$ cat config.mk
export PLATFORM = sky130hd
export DESIGN_NAME = wts_channel_mixer
export DESIGN_NICKNAME = d
export VERILOG_FILES = /design/src/rtl/wts_channel_mixer_pkg.sv /design/src/rtl/wts_channel_scaler.sv /design/src/rtl/wts_channel_mixer.sv
export SDC_FILE = /design/constraint.sdc
export NUM_CORES = 1
export LEC_CHECK = 0
export ABC_AREA = 1
export CORE_MARGIN = 2
export CORE_UTILIZATION = 55
export CTS_BUF_LIST = sky130_fd_sc_hd__clkbuf_8
export DETAILED_ROUTE_END_ITERATION = 8
export MAX_ROUTING_LAYER = met4
export PLACE_DENSITY = 0.85
export SLEW_MARGIN = 20
export SYNTH_ARGS = -nofsm -noshare
export SYNTH_HDL_FRONTEND = slang
export SYNTH_SLANG_ARGS = --single-unit
$ cat constraint.sdc
create_clock -name clk -period 6.3 [get_ports clk]
set_clock_uncertainty 0.1 [all_clocks]
set_input_delay 0.63 -clock clk [delete_from_list [all_inputs] [get_ports clk]]
set_output_delay 0.63 -clock clk [all_outputs]
set_load 0.005 [all_outputs]
$ cat src/rtl/wts_channel_mixer_pkg.sv
// Shared constants and helpers for the wavetable channel mixer and its scaler.
package wts_channel_mixer_pkg;

  // Envelope full scale and the shift that maps a full-scale envelope back to unity gain
  localparam int WTS_ENV_MAX     = 128;
  localparam int WTS_ENV_SHIFT   = 7;
  localparam int WTS_SAMPLE_BITS = 8;
  localparam int WTS_VOL_BITS    = 4;

  // Channel count shared with the envelope and register blocks
  localparam int WTS_CHANNELS    = 5;

  // Width of the channel-select bus driven back to the upstream mux
  localparam int WTS_INDEX_BITS  = 3;

  // One scaled channel term: -128..127 times 0..15 fits in 12 signed bits
  localparam int WTS_TERM_BITS   = 12;

  typedef logic signed [WTS_SAMPLE_BITS-1:0] wts_sample_t;
  typedef logic signed [WTS_TERM_BITS-1:0]   wts_term_t;

  // Envelope levels above full scale are treated as full scale
  function automatic logic [WTS_SAMPLE_BITS-1:0] wts_env_clamp(
    input logic [WTS_SAMPLE_BITS-1:0] env
  );
    if (env > WTS_SAMPLE_BITS'(WTS_ENV_MAX)) begin
      return WTS_SAMPLE_BITS'(WTS_ENV_MAX);
    end
    return env;
  endfunction

endpackage

$ cat src/rtl/wts_channel_scaler.sv
// Combinational per-channel gain: envelope scaling for the capture stage and
// volume scaling for the accumulate stage.
module wts_channel_scaler
  import wts_channel_mixer_pkg::*;
(
  input  logic signed [WTS_SAMPLE_BITS-1:0] sample,
  input  logic        [WTS_SAMPLE_BITS-1:0] envelope,
  output wts_sample_t                       scaled,
  input  wts_sample_t                       scaled_p1,
  input  logic        [WTS_VOL_BITS-1:0]    volume_p1,
  input  logic                              mute_p1,
  output wts_term_t                         term
);

  // Signed sample times a 9-bit non-negative envelope
  localparam int PROD_W = 2 * WTS_SAMPLE_BITS + 1;

  logic        [WTS_SAMPLE_BITS-1:0] env_clamped;
  logic signed [WTS_SAMPLE_BITS:0]   env_s;
  logic signed [PROD_W-1:0]          prod_full;
  logic signed [WTS_VOL_BITS:0]      vol_s;
  wts_term_t                         term_full;

  // Envelope clamp and multiply; the arithmetic shift floors toward minus infinity,
  // which keeps the result inside -128..127 for any clamped envelope.
  assign env_clamped = wts_env_clamp(envelope);
  assign env_s       = $signed({1'b0, env_clamped});
  assign prod_full   = PROD_W'(sample) * PROD_W'(env_s);
  assign scaled      = WTS_SAMPLE_BITS'(prod_full >>> WTS_ENV_SHIFT);

  // Volume multiply on the registered envelope-scaled value; muted channels add nothing
  assign vol_s     = $signed({1'b0, volume_p1});
  assign term_full = WTS_TERM_BITS'(scaled_p1) * WTS_TERM_BITS'(vol_s);
  assign term      = mute_p1 ? '0 : term_full;

endmodule

$ cat src/rtl/wts_channel_mixer.sv
// Time-multiplexed channel mixer: walks CHANNELS slots per frame, scales each
// channel by envelope and volume, sums the frame and presents a saturated sample.
module wts_channel_mixer
  import wts_channel_mixer_pkg::*;
#(
  parameter int CHANNELS = WTS_CHANNELS,
  parameter int OUT_BITS = 12
) (
  input  logic                              clk,
  input  logic                              nreset,
  input  logic                              active,
  output logic        [WTS_INDEX_BITS-1:0]  ch_index,
  input  logic signed [WTS_SAMPLE_BITS-1:0] ch_sample,
  input  logic        [WTS_SAMPLE_BITS-1:0] ch_envelope,
  input  logic        [WTS_VOL_BITS-1:0]    ch_volume,
  input  logic        [CHANNELS-1:0]        ch_mute,
  output logic signed [OUT_BITS-1:0]        sound_out,
  output logic                              sample_valid
);

  // Accumulator headroom covers CHANNELS worst-case terms
  localparam int ACC_W   = WTS_TERM_BITS + $clog2(CHANNELS);
  localparam int SLOT_W  = $clog2(CHANNELS + 2);
  localparam int OUT_MAX = (1 <<< (OUT_BITS - 1)) - 1;
  localparam int OUT_MIN = -(1 <<< (OUT_BITS - 1));

  localparam logic [SLOT_W-1:0] CH_SLOT   = SLOT_W'(CHANNELS);
  localparam logic [SLOT_W-1:0] LAST_SLOT = SLOT_W'(CHANNELS + 1);

  logic [SLOT_W-1:0]          ff_slot;
  logic [SLOT_W-1:0]          slot_next;
  logic                       capture;
  logic                       frame_close;
  logic                       mute_sel;

  wts_sample_t                scaled;
  wts_sample_t                scaled_p1;
  logic [WTS_VOL_BITS-1:0]    volume_p1;
  logic                       mute_p1;
  logic                       vld_p1;

  wts_term_t                  term;
  logic signed [ACC_W-1:0]    acc_p2;
  logic signed [ACC_W-1:0]    acc_sum;

  // Clamp the frame total into the output range
  function automatic logic signed [OUT_BITS-1:0] sat_out(input logic signed [ACC_W-1:0] v);
    int vi;
    vi = int'(v);
    if (vi > OUT_MAX) begin
      vi = OUT_MAX;
    end else if (vi < OUT_MIN) begin
      vi = OUT_MIN;
    end
    return OUT_BITS'(vi);
  endfunction

  assign slot_next   = (ff_slot == LAST_SLOT) ? '0 : ff_slot + SLOT_W'(1);
  assign capture     = (ff_slot != '0) && (ff_slot <= CH_SLOT);
  assign frame_close = (ff_slot == LAST_SLOT);
  assign acc_sum     = acc_p2 + ACC_W'(term);

  // Mute bit of the channel captured in this slot (slot s carries channel s-1)
  always_comb begin
    mute_sel = 1'b0;
    for (int i = 0; i < CHANNELS; i++) begin
      if (ff_slot == SLOT_W'(i + 1)) begin
        mute_sel = ch_mute[i];
      end
    end
  end

  wts_channel_scaler u_scaler (
    .sample    (ch_sample),
    .envelope  (ch_envelope),
    .scaled    (scaled),
    .scaled_p1 (scaled_p1),
    .volume_p1 (volume_p1),
    .mute_p1   (mute_p1),
    .term      (term)
  );

  // Slot counter and registered channel request, both advancing once per active pulse
  always_ff @(posedge clk or negedge nreset) begin
    if (!nreset) begin
      ff_slot  <= '0;
      ch_index <= '0;
    end else if (active) begin
      ff_slot  <= slot_next;
      ch_index <= (slot_next < CH_SLOT) ? WTS_INDEX_BITS'(slot_next) : '0;
    end
  end

  // ---- stage 1: capture envelope-scaled sample, volume and mute of channel s-1 ----
  always_ff @(posedge clk or negedge nreset) begin
    if (!nreset) begin
      vld_p1    <= 1'b0;
      scaled_p1 <= '0;
      volume_p1 <= '0;
      mute_p1   <= 1'b0;
    end else if (active) begin
      vld_p1 <= capture;
      if (capture) begin
        scaled_p1 <= scaled;
        volume_p1 <= ch_volume;
        mute_p1   <= mute_sel;
      end
    end
  end

  // ---- stage 2: accumulate volume-scaled terms; close the frame into sound_out ----
  always_ff @(posedge clk or negedge nreset) begin
    if (!nreset) begin
      acc_p2    <= '0;
      sound_out <= '0;
    end else if (active) begin
      if (frame_close) begin
        sound_out <= sat_out(acc_sum);
        acc_p2    <= '0;
      end else if (vld_p1) begin
        acc_p2 <= acc_sum;
      end
    end
  end

  // Strobe for exactly one clk after each frame close, independent of the active pulse
  always_ff @(posedge clk or negedge nreset) begin
    if (!nreset) begin
      sample_valid <= 1'b0;
    end else begin
      sample_valid <= active && frame_close;
    end
  end

endmodule
== Word-level counts from Yosys, hierarchy flattened ==
Index checks and enable logic that the tools add are counted.

* Bitwise gates (word level): 0
* $lt $le $gt $ge: 5
* $add $sub $neg: 2
* Muxes and demuxes: 15
* Shift operators: 0
* Reduce and logical (&&, ||, !) cells: 7
* Div/mod/pow operators: 0
* Equal/unequal tests: 6
* $mul: 2

{| class="wikitable"
|+ Operators by type and width
! cell !! count
|-
| 2-to-1 mux 12 bit || 3
|-
| 2-to-1 mux 15 bit || 2
|-
| 2-to-1 mux 8 bit || 2
|-
| adder 15 x 12 -> 15 bit || 1
|-
| greater-than comparator 15 x 12 -> 1 bit (second input constant) || 1
|-
| less-than comparator 15 x 12 -> 1 bit (second input constant) || 1
|-
| multiplier 8 x 9 -> 15 bit || 1
|-
| multiplier 8 x 5 -> 12 bit || 1
|-
| equality test 3 bit (second input constant) || 3
|-
| greater-than comparator 8 bit (second input constant) || 1
|-
| equality test 3 x 2 -> 1 bit (second input constant) || 2
|-
| 2-to-1 mux 1 bit || 6
|-
| 2-to-1 mux 3 bit || 2
|-
| AND reduction 2 bit || 3
|-
| adder 3 x 1 -> 3 bit (second input constant) || 1
|-
| equality test 3 x 1 -> 1 bit (second input constant) || 1
|-
| <= comparator 3 bit (second input constant) || 1
|-
| less-than comparator 3 bit (second input constant) || 1
|-
| nonzero test 3 bit || 1
|-
| logical AND 1 bit || 2
|-
| nonzero test 2 bit || 1
|}

* Memories kept: 0
* Bits in registers: 48
* Memory bits (read-only): 0
* Bits of input ports: 28
* Latch bits: 0
* Logic and storage cells: 46
* Memory bits (writable): 0
* Output and inout port bits: 16

== Depth between registers and ports, before layout ==
Gate-level depths: netlist of run 1.

* Depth after elaboration: 6
* Gate-level depth with buffers: 32
* Mapped depth without buffers: 30

== Modules after synthesis ==
A second synthesis of run 1 with hierarchy kept.

* Cells, all modules: 918
* Area, all modules: 6334.8 um^2

{| class="wikitable"
|+ Modules (own cells, without submodules)
! module !! cells an instance !! seq. area each (um^2) !! times used !! area an instance (um^2)
|-
| wts_channel_scaler || 538 || 0.0 || 1 || 3470.8
|-
| wts_channel_mixer || 380 || 1201.2 || 1 || 2864.0
|}

== Worst setup path after synthesis of run 1 ==
No wires, ideal clock.

* Path kind: reg-to-reg
* From: reg volume_p1[2]
* To: reg sound_out[1]
* Clock period less this slack: 4.996 ns
* Required time: 6.084 ns
* Library setup time: 0.116 ns
* Arrival time: 4.780 ns
* Path buffers: 2
* Stages on the path, launching flop included: 31
* Slack: 1.304 ns
* Path through: dfrtp_1 clkbuf_1 nand2_1 inv_1 ha_1 fa_1 inv_1 fa_1 inv_1 ha_1 a21oi_1 nand2_1 a21o_1 a21oi_1 o21ai_0 a21o_1 o21ai_0 a21oi_1 ha_1 nand2_1 nor3_1 nand2_1 o211ai_1 inv_1 nand2_2 nand2_2 nand2_2 buf_6 nand2_2 nand2_1 nand2_1

* Word-level cells in the longest chain between the ends: 6
* Elaborated cells on any way between the ends: 7
* Classes of those cells: 1 x add/sub; 1 x mul; 2 x order compare; 3 x mux

{| class="wikitable"
|+ RTL lines
! element !! RTL line !! RTL
|-
| start, declared || wts_channel_mixer.sv:38 || <nowiki>logic [WTS_VOL_BITS-1:0] volume_p1;</nowiki>
|-
| start signal, assigned || wts_channel_mixer.sv:105 || <nowiki>volume_p1 <= ch_volume;</nowiki>
|-
| multiplier 8 x 5 -> 12 bit * || wts_channel_scaler.sv:33 || <nowiki>assign term_full = WTS_TERM_BITS'(scaled_p1) * WTS_TERM_BITS'(vol_s);</nowiki>
|-
| 2-to-1 mux 12 bit * || wts_channel_scaler.sv:34 || <nowiki>assign term = mute_p1 ? '0 : term_full;</nowiki>
|-
| adder 15 x 12 -> 15 bit * || wts_channel_mixer.sv:61 || <nowiki>assign acc_sum = acc_p2 + ACC_W'(term);</nowiki>
|-
| less-than comparator 15 x 12 -> 1 bit || wts_channel_mixer.sv:52 || <nowiki>end else if (vi < OUT_MIN) begin</nowiki>
|-
| 2-to-1 mux 12 bit || wts_channel_mixer.sv:52 ||
|-
| 2-to-1 mux 12 bit * || wts_channel_mixer.sv:50 || <nowiki>if (vi > OUT_MAX) begin</nowiki>
|-
| end signal, assigned || wts_channel_mixer.sv:118 || <nowiki>sound_out <= sat_out(acc_sum);</nowiki>
|-
| end, declared || wts_channel_mixer.sv:17 || <nowiki>output logic signed [OUT_BITS-1:0] sound_out,</nowiki>
|}

Mark *: on every way between the ends. The rest lies on a longest branch, timed or not.
A chain may end at the register's enable or synchronous reset.

== Worst setup path after layout of run 1 ==
* From: reg volume_p1[2]
* To: reg sound_out[6]

The elaborated chain is that of the path after synthesis.

==> impl_metrics.csv, run 1 <==
group,metric,value,unit
outcome,outcome,"finished, final reports clean",
synthesis,synthFlopType,"dfrtp_1",
finish,regArea,0.00120,sq mm
timing,relSlewSlack,0.400,
power_and_ir_drop,power_density,566,mW/mm^2
synthesis,yosysSeqAreaShare,0.201,
timing,rsz0062_at_grt,"false",
timing,setup_viol,0,
cts,clkLatencyLatePin,0.31,ns
setup_path,critPathBufInv,3,
setup_path,crit_path_start_kind,"register",
setup_path,crit_start,"volume_p1[2]$_DFFE_PN0P_",
die,fp-row-count,38,
synthesis,synth.distinct_cells,36,
cts,numCtsBuffers,5,
finish,n_antenna_cell,0,
routing,drt_wl_total,12900,microns
placed_design,dp_hpwl,10400,microns
global_route,grt_usage,0.250,
finish,fin_area,0.00658,sq mm
finish,drive_above_1_share,0.0443,
finish,fillers,981,
global_route,antenna_found_initial,0,
placed_design,port_buffers,43,
cts,clockBufferDepth,2,
timing,fin_crit_sh,0.887,
die,initial_core_util,0.557,
synthesis,syn_area_per_cell,7.46,sq um
global_route,grt_overflow,0,
setup_path,end_kind,"register",
routing,num_vias,5175,
setup_path,cpMostUsedCell,"nand2_1",
finish,area_delta_synth_final,10.4,%
timing,slew_viol_final,0,
global_route,grt_pass1_vias,5316,
placed_design,dpl_cell_area,0.00649,sq mm
synthesis,syn_nets,949,
synthesis,synth_edf_count,0,
cts,cts_setup_buffers,0,
setup_path,crit_family,"adder cells",
cts,hold_buffers,0,
routing,viasPerCell,5.30,
routing,drc,0,
routing,drt_iter0_drc,301,
timing,hold_viol,0,
timing,worstMarginPinSlew,0.897,ns
cts,htree_levels,2,
synthesis,yosys_register_bits,48,
power_and_ir_drop,ir_drop,530,uV
setup_path,cp.required,6.40,ns
synthesis,syn_area,0.00596,sq mm
flow_run,cap_violations,0,
finish,multi_input_area,0.00406,sq mm
die,fp.coreArea,0.0107,sq mm
die,die-width,108,microns
power_and_ir_drop,p_leak,0.00383,uW
synthesis,yosysWarningCount,0,
synthesis,ys_async_sr_fraction,1.00,
finish,utilization,0.615,
die,dieArea,0.0117,sq mm
cts,cts_root_buf,"clkbuf_8",
global_route,grt_max_degree,49,
cts,path_clk_slew,0.09,ns
cts,cts_sinks,48,
synthesis,syn_inst,799,
setup_path,cp_max_fo,10,
setup_path,cpMaxStageDelayCell,"fa_1",
placed_design,gp_congestion,0.955,
setup_path,cp.arrival,5.69,ns
cts,cts_tree,"yes",
setup_path,cpPeakStageDelay,0.53,ns
finish,layout.nets,986,
worst_hold_path,hp-class,"primary input to async pin",
timing,fmax,179,MHz
timing,setup_tns,0,ns
die,pin_count,44,
routing,post_drt_wl_per_cell,13.2,microns
routing,drt_first_pass_iters,5,
global_route,grt_pass1_wl,23000,microns
timing,period_needed,5.59,ns
routing,ant_nets,0,
setup_path,path_class,"register to register",
cts,post_cts_resized,0,
setup_path,regToRegStartpoint,"volume_p1[2]$_DFFE_PN0P_",
die,die_h,108,microns
## sequential cells by signal, summed over array words and instances, names as in the netlist
register      cells
ff_slot           3
volume_p1         4
acc_p2           15
ch_index          3
vld_p1            1
mute_p1           1
sound_out        12
sample_valid      1
scaled_p1         8
## synthesized netlist by cell type, drive strengths merged (6+ instances only)
master  instances  share of area
nand2         226           0.15
inv           163           0.10
ha             70           0.15
nor2           63          0.040
fa             52           0.17
dfrtp          48           0.20
nand3          37          0.036
o21ai          32          0.027
a21oi          28          0.023
xor2           13          0.019
clkbuf         11         0.0088
a32o            9          0.015
nand4           6         0.0063
## kinds of logic (layout without fill, tap and decap cells)
kind of cell	count (synthesis)	in the layout	share of synthesized area
xor gates and xnor gates	18	18	0.0264
adders and majority gates	122	122	0.321
DFF	48	48	0.201
buffers and inverters	179	216	0.118
and+or+nand+nor	342	342	0.242
AOI/OAI and AO/OA	90	90	0.0909
## layout make-up
cell class,instances,share of cell area
Tap cell,140,0.0266
Timing Repair Buffer,45,0.0669
Clock inverter,1,0.00133
Inverter,164,0.0937
Multi-Input combinational cell,572,0.616
Sequential cell,48,0.182
Clock buffer,6,0.0125
## worst register-to-register path, delay by kind of cell, from the launching register on
kind | cells | cell delay (ns)
AOI/OAI and AO/OA | 7 | 1.02
adders and majority gates | 5 | 2.08
and+or+nand+nor | 14 | 1.63
DFF | 1 | 0.49
buffers and inverters | 3 | 0.14
## power by group
group	internal (uW)	switching, uW	total [uW]
registers	445	142	587
logic	1140	1800	2940
clock network	87.9	110	198
total	1680	2050	3720
## per-stage QoR
step | setup WS [ns] | hold WS (ns) | std cells | power, uW
after floorplan | 1.30 | 0.234 | 799 | 2900
after global placement | 0.631 | 0.364 | 969 | 3410
after detailed placement | 0.521 | 0.368 | 969 | 3490
after CTS | 0.734 | 0.335 | 976 | 3720
after global routing | 0.333 | 0.351 | 976 | 4190
final | 0.715 | 0.301 | 976 | 3720
## cell usage in the layout, fill, tap and decap left out, drive strengths merged
master	synthesis	final
ha	70	70
buf	4	3
nand3b	2	2
clkdlybuf4s50	0	42
nor3	5	5
clkbuf	11	6
o211ai	4	4
nand2	226	226
nor2	63	63
a32o	9	9
a21boi	2	2
nor4	1	1
a21oi	28	28
o21bai	4	4
or2	2	2
nand4	6	6
o21ai	32	32
dfrtp	48	48
xor2	13	13
fa	52	52
nand3	37	37
inv	163	163
clkinv	1	2
xnor2	5	5
a31oi	5	5
o31ai	1	1
a21o	5	5
## layer usage
metal,vias to the layer above,wire (microns),GRT usage,part of all wire
li1,2559,-,-,-
met1,2414,5500,0.303,0.42
met2,167,6420,0.433,0.50
met3,35,613,0.0259,0.047
met4,0,402,0.0897,0.031
met5,-,0,-,0
## final timing paths
check / cells after the start / end / slack (ns)
setup / recovery: 29 / sound_out[6]$_DFFE_PN0P_ / 0.71
hold / removal: 2 / sound_out[10]$_DFFE_PN0P_ / 0.30
setup reg to reg: 29 / sound_out[6]$_DFFE_PN0P_ / 0.71
hold reg to reg: 2 / ch_index[0]$_DFFE_PN0P_ / 0.38
max in group asynchronous: 2 / volume_p1[0]$_DFFE_PN0P_ / 5.38
min in group clk: 2 / ch_index[0]$_DFFE_PN0P_ / 0.38
(Power assumes the default switching activity.)
==> inputs of run 2 (changes only) <==
--- a/config.mk
+++ b/config.mk
@@ -11,7 +11,7 @@
 export CTS_BUF_LIST = sky130_fd_sc_hd__clkbuf_8
 export DETAILED_ROUTE_END_ITERATION = 8
 export MAX_ROUTING_LAYER = met4
-export PLACE_DENSITY = 0.85
+export PLACE_DENSITY = 0.76
 export SLEW_MARGIN = 20
 export SYNTH_ARGS = -nofsm -noshare
 export SYNTH_HDL_FRONTEND = slang
==> run 2 against run 1 <==
  * Sequential share of layout area down 0.10 points
  * Total power up 2.1%
  * Design area up 0.57%
  * Combinational power about the same
  * Non-clock buffer count unchanged
  * Final cell count unchanged
  * Highest routed layer unchanged
  * Setup slack worse by 0.096 ns
  * Clock power up 33%
  * Die area unchanged
==> impl_metrics.csv, run 2 (synthesis gave the netlist of run 1 again) <==
group,metric,value,unit
outcome,outcome,"finished, final reports clean",
global_route,grt_pass1_vias,5213,
power_and_ir_drop,p_leak,0.00385,uW
power_and_ir_drop,p_total,3800,uW
die,pin_count,44,
die,fp.coreArea,0.0107,sq mm
routing,viasPerCell,5.21,
global_route,grt_pass1_wl,23000,microns
setup_path,rrSetupSlack,0.62,ns
cts,path_clk_slew,0.10,ns
routing,post_drt_wl_per_cell,13.5,microns
finish,regMostFlops,"acc_p2",
cts,cts_root_buf,"clkbuf_8",
setup_path,cpMostUsedCell,"nand2_1",
global_route,grt_usage,0.252,
finish,area_delta_synth_final,11.0,%
placed_design,port_buffers,43,
cts,clkLatencyLatePin,0.31,ns
flow_run,cap_violations,0,
placed_design,dp_hpwl,10900,microns
finish,layout.nets,986,
timing,whs,0.308,ns
timing,setup_viol,0,
setup_path,path_class,"register to register",
die,initial_core_util,0.557,
routing,drc,0,
finish,largest_reg_flops,15,
routing,drt_first_pass_iters,5,
cts,clockBufferDepth,2,
setup_path,cp_max_fo,10,
finish,layout_common_cells,"208 x nand2_1, 162 x inv_1, 70 x ha_1, 63 x nor2_1, 52 x fa_1",
global_route,antenna_found_initial,0,
timing,setup_tns,0,ns
timing,fin_crit_sh,0.902,
die,dieArea,0.0117,sq mm
finish,final_common_cell,"nand2_1",
timing,worstMarginPinSlew,0.776,ns
placed_design,gp_congestion,0.923,
setup_path,cpMaxStageDelayCell,"fa_1",
finish,reg_top3,"acc_p2: 15 flops, sound_out: 12 flops, scaled_p1: 8 flops",
setup_path,crit_path_start_kind,"register",
routing,ant_nets,0,
cts,cts_sinks,48,
timing,hold_viol,0,
cts,post_cts_resized,0,
setup_path,cpPeakStageDelay,0.55,ns
cts,hold_buffers,0,
power_and_ir_drop,ir_drop,459,uV
routing,drt_wl_total,13200,microns
cts,numCtsBuffers,5,
timing,period_needed,5.68,ns
setup_path,end_kind,"register",
routing,drt_iter0_drc,252,
timing,relSlewSlack,0.481,
timing,rsz0062_at_grt,"false",
worst_hold_path,hp-class,"primary input to async pin",
finish,drive_above_1_share,0.0443,
die,die-width,108,microns
timing,fmax,176,MHz
setup_path,cp.required,6.41,ns
cts,cts_tree,"yes",
global_route,grt_max_degree,49,
cts,cts_setup_buffers,0,
cts,htree_levels,2,
timing,slew_viol_final,0,
routing,num_vias,5086,
global_route,grt_overflow,0,
die,die_h,108,microns
die,fp-row-count,38,
finish,n_antenna_cell,0,
setup_path,cp.arrival,5.79,ns
power_and_ir_drop,power_density,574,mW/mm^2
-- run 2: changes by cell type in the layout (fill, tap and decap cells not counted), sizes merged --
cell    before  now
clkinv       2    1
clkbuf       6    5
bufinv       0    2
-- run 2: worst max-delay path, delay by kind of cell, from the launching register on --
family,cells,cell delay [ns]
adders and majority gates,5,2.11
AOI/OAI and AO/OA,7,1.12
and+or+nand+nor,14,1.64
buffers and inverters,3,0.14
DFF,1,0.49
-- run 2: final timing paths --
check                                         start                        to  cells after the start
max in group asynchronous                    nreset     acc_p2[8]$_DFFE_PN0P_                      2
max reg2reg                volume_p1[2]$_DFFE_PN0P_  sound_out[8]$_DFFE_PN0P_                     29
min in group clk           sound_out[2]$_DFFE_PN0P_  sound_out[2]$_DFFE_PN0P_                      2
min reg2reg                sound_out[2]$_DFFE_PN0P_  sound_out[2]$_DFFE_PN0P_                      2
min                                          nreset  volume_p1[3]$_DFFE_PN0P_                      2
max                        volume_p1[2]$_DFFE_PN0P_  sound_out[8]$_DFFE_PN0P_                     29
-- run 2: through the flow --
| step | cells | setup slack (ns) | util | area (sq um) |
|---|---|---|---|---|
| finish | 976 | 0.618 | 0.619 | 6620 |
| floorplan | 799 | 1.30 | - | 5960 |
| global route | 976 | 0.151 | 0.619 | 6620 |
| CTS | 976 | 0.696 | 0.619 | 6620 |
| detailed placement | 969 | 0.453 | 0.607 | 6490 |
| global placement | 969 | 0.645 | 0.607 | 6490 |
-- run 2: final cells by class --
| type | count | area, sq um |
|---|---|---|
| repair buffers | 45 | 440 |
| fillers | 938 | 4080 |
| clock buffers | 5 | 68.8 |
| clock inverters | 2 | 60.1 |
| well taps | 140 | 175 |
| multi-input cells | 572 | 4060 |
| flip-flops and latches | 48 | 1200 |
| inverters | 164 | 617 |
-- run 2: power breakdown --
part / internal (uW) / switching (uW)
clock network: 156 / 108
logic: 1150 / 1800
registers: 445 / 145
-- run 2: per-layer routing --
layer  wire, microns  GRT usage  vias to the layer above
li1                -          -                     2561
met1            6130      0.320                     2417
met2            6410      0.433                       92
met3             393     0.0229                       16
met4             237     0.0723                        0
met5               0          -                        -
==> inputs of run 3 (changes only) <==
--- a/config.mk
+++ b/config.mk
@@ -8,10 +8,10 @@
 export ABC_AREA = 1
 export CORE_MARGIN = 2
 export CORE_UTILIZATION = 55
-export CTS_BUF_LIST = sky130_fd_sc_hd__clkbuf_8
+export CTS_BUF_LIST = sky130_fd_sc_hd__clkbuf_4 sky130_fd_sc_hd__clkbuf_8
 export DETAILED_ROUTE_END_ITERATION = 8
 export MAX_ROUTING_LAYER = met4
-export PLACE_DENSITY = 0.76
+export PLACE_DENSITY = 0.87
 export SLEW_MARGIN = 20
 export SYNTH_ARGS = -nofsm -noshare
 export SYNTH_HDL_FRONTEND = slang
==> run 3 against run 2 <==
  * Design area grew 0.13%
  * First-iteration DRC count grew 35%
  * Non-clock buffer count is the same
  * Fmax grew 2.1%
  * Hold slack gained 0.013 ns
  * Highest routed layer unchanged
  * Via count shrank 0.14%
  * Global-route usage shrank 0.91 points
  * Final cell count grew 0.10%
  * Register-to-register slack gained 0.12 ns
  * Clock-buffer cell count is the same
==> impl_metrics.csv, run 3 (synthesis gave the netlist of run 1 again) <==
group,metric,value,unit
finish,n_antenna_cell,0,
global_route,grt_max_degree,49,
cts,hold_buffers,0,
worst_hold_path,hp-class,"primary input to async pin",
routing,drt_iter0_drc,341,
die,die_h,108,microns
global_route,grt_pass1_vias,5112,
timing,worstMarginPinSlew,0.821,ns
global_route,grt_overflow,0,
placed_design,dp.cells,969,
cts,path_clk_slew,0.10,ns
finish,fin_cells,977,
timing,fmax,180,MHz
global_route,globalRouteMet3Util,0.0187,
timing,slew_viol_final,0,
die,pin_count,44,
setup_path,cp.arrival,5.67,ns
finish,fillers,907,
cts,clockBufferDepth,2,
setup_path,cp_max_fo,10,
global_route,grt_pass1_wl,22400,microns
setup_path,end_kind,"register",
finish,layout.nets,986,
die,die-width,108,microns
flow_run,cap_violations,0,
die,initial_core_util,0.557,
global_route,antenna_found_initial,0,
global_route,busiest_layer,"met2",
global_route,met2_usage,0.442,
setup_path,path_class,"register to register",
cts,cts_setup_buffers,0,
finish,area_delta_synth_final,11.2,%
cts,post_cts_resized,0,
finish,largest_reg_flops,15,
timing,hold_viol,0,
setup_path,crit_path_start_kind,"register",
die,fp.coreArea,0.0107,sq mm
placed_design,dp_hpwl,10200,microns
global_route,grt_usage,0.243,
cts,htree_levels,2,
finish,reg_top3,"acc_p2: 15 flops, sound_out: 12 flops, scaled_p1: 8 flops",
cts,cts_tree,"yes",
cts,cts_root_buf,"clkbuf_8",
routing,drt_first_pass_iters,5,
timing,rsz0062_at_grt,"false",
setup_path,cpMostUsedCell,"nand2_1",
placed_design,dpl_cell_area,0.00649,sq mm
routing,post_drt_wl_per_cell,12.8,microns
die,dieArea,0.0117,sq mm
placed_design,port_buffers,43,
timing,relSlewSlack,0.451,
finish,drive_above_1_share,0.0454,
cts,cts_sinks,48,
outcome,outcome,"finished, final reports clean",
finish,fin_area,0.00663,sq mm
finish,regMostFlops,"acc_p2",
finish,final_common_cell,"nand2_1",
die,fp-row-count,38,
timing,period_needed,5.56,ns
timing,setup_viol,0,
finish,layout_common_cells,"208 x nand2_1, 162 x inv_1, 70 x ha_1, 63 x nor2_1, 52 x fa_1",
placed_design,gp_congestion,0.986,
global_route,use_met1,0.294,
setup_path,cpPeakStageDelay,0.54,ns
routing,drc,0,
setup_path,cp.required,6.40,ns
routing,num_vias,5079,
routing,viasPerCell,5.20,
cts,clkLatencyLatePin,0.30,ns
setup_path,cpMaxStageDelayCell,"fa_1",
timing,setup_tns,0,ns
cts,numCtsBuffers,5,
routing,drt_wl_total,12500,microns
routing,ant_nets,0,
timing,fin_crit_sh,0.883,
==> run 3: changes by cell type in the layout (fill, tap and decap cells not counted), sizes merged <==
cell,delta
inv,+1
==> run 3: final cells by class <==
| cell class | count | area [sq um] | area share |
|---|---|---|---|
| Multi-Input combinational cell | 572 | 4060 | 0.612 |
| Sequential cell | 48 | 1200 | 0.181 |
| Inverter | 164 | 617 | 0.0931 |
| Timing Repair Buffer | 45 | 440 | 0.0664 |
| Tap cell | 140 | 175 | 0.0264 |
| Clock buffer | 5 | 68.8 | 0.0104 |
| Clock inverter | 3 | 68.8 | 0.0104 |
==> run 3: worst paths after layout <==
| path | startpoint | endpoint | slack (ns) | cells after the start |
|---|---|---|---|---|
| setup / recovery | volume_p1[2]$_DFFE_PN0P_ | sound_out[2]$_DFFE_PN0P_ | 0.74 | 29 |
| hold / removal | nreset | volume_p1[2]$_DFFE_PN0P_ | 0.32 | 2 |
| setup reg to reg | volume_p1[2]$_DFFE_PN0P_ | sound_out[2]$_DFFE_PN0P_ | 0.74 | 29 |
| hold reg to reg | ch_index[0]$_DFFE_PN0P_ | ch_index[0]$_DFFE_PN0P_ | 0.39 | 2 |
| max in group asynchronous | nreset | acc_p2[8]$_DFFE_PN0P_ | 5.35 | 2 |
| min in group clk | ch_index[0]$_DFFE_PN0P_ | ch_index[0]$_DFFE_PN0P_ | 0.39 | 2 |
==> run 3: worst max-delay path, delay by kind of cell (launching register included) <==
| kind | cells | cell delay, ns |
|---|---|---|
| AOI/OAI and AO/OA | 7 | 1.03 |
| adders and majority gates | 5 | 2.09 |
| buffers and inverters | 3 | 0.13 |
| DFF | 1 | 0.49 |
| and+or+nand+nor | 14 | 1.62 |
==> run 3: per-layer routing <==
layer  routed length [microns]  vias up
met4                       255        0
met5                         0        -
met1                      5480     2376
met2                      6400      126
met3                       399       27
li1                          -     2550
==> run 3: per-stage QoR <==
stage          utilization  worst slack (ns)  hold slack, ns
2_1_floorplan            -              1.30           0.234
3_3_place_gp         0.607             0.631           0.364
3_5_place_dp         0.607             0.502           0.368
4_1_cts              0.620             0.763           0.348
5_1_grt              0.620             0.260           0.372
6_report             0.620             0.737           0.321
Power of run 3 is left out: the tool's default activity adds up to more than one toggle a clock period on the data nets, which glitch-free logic cannot reach.
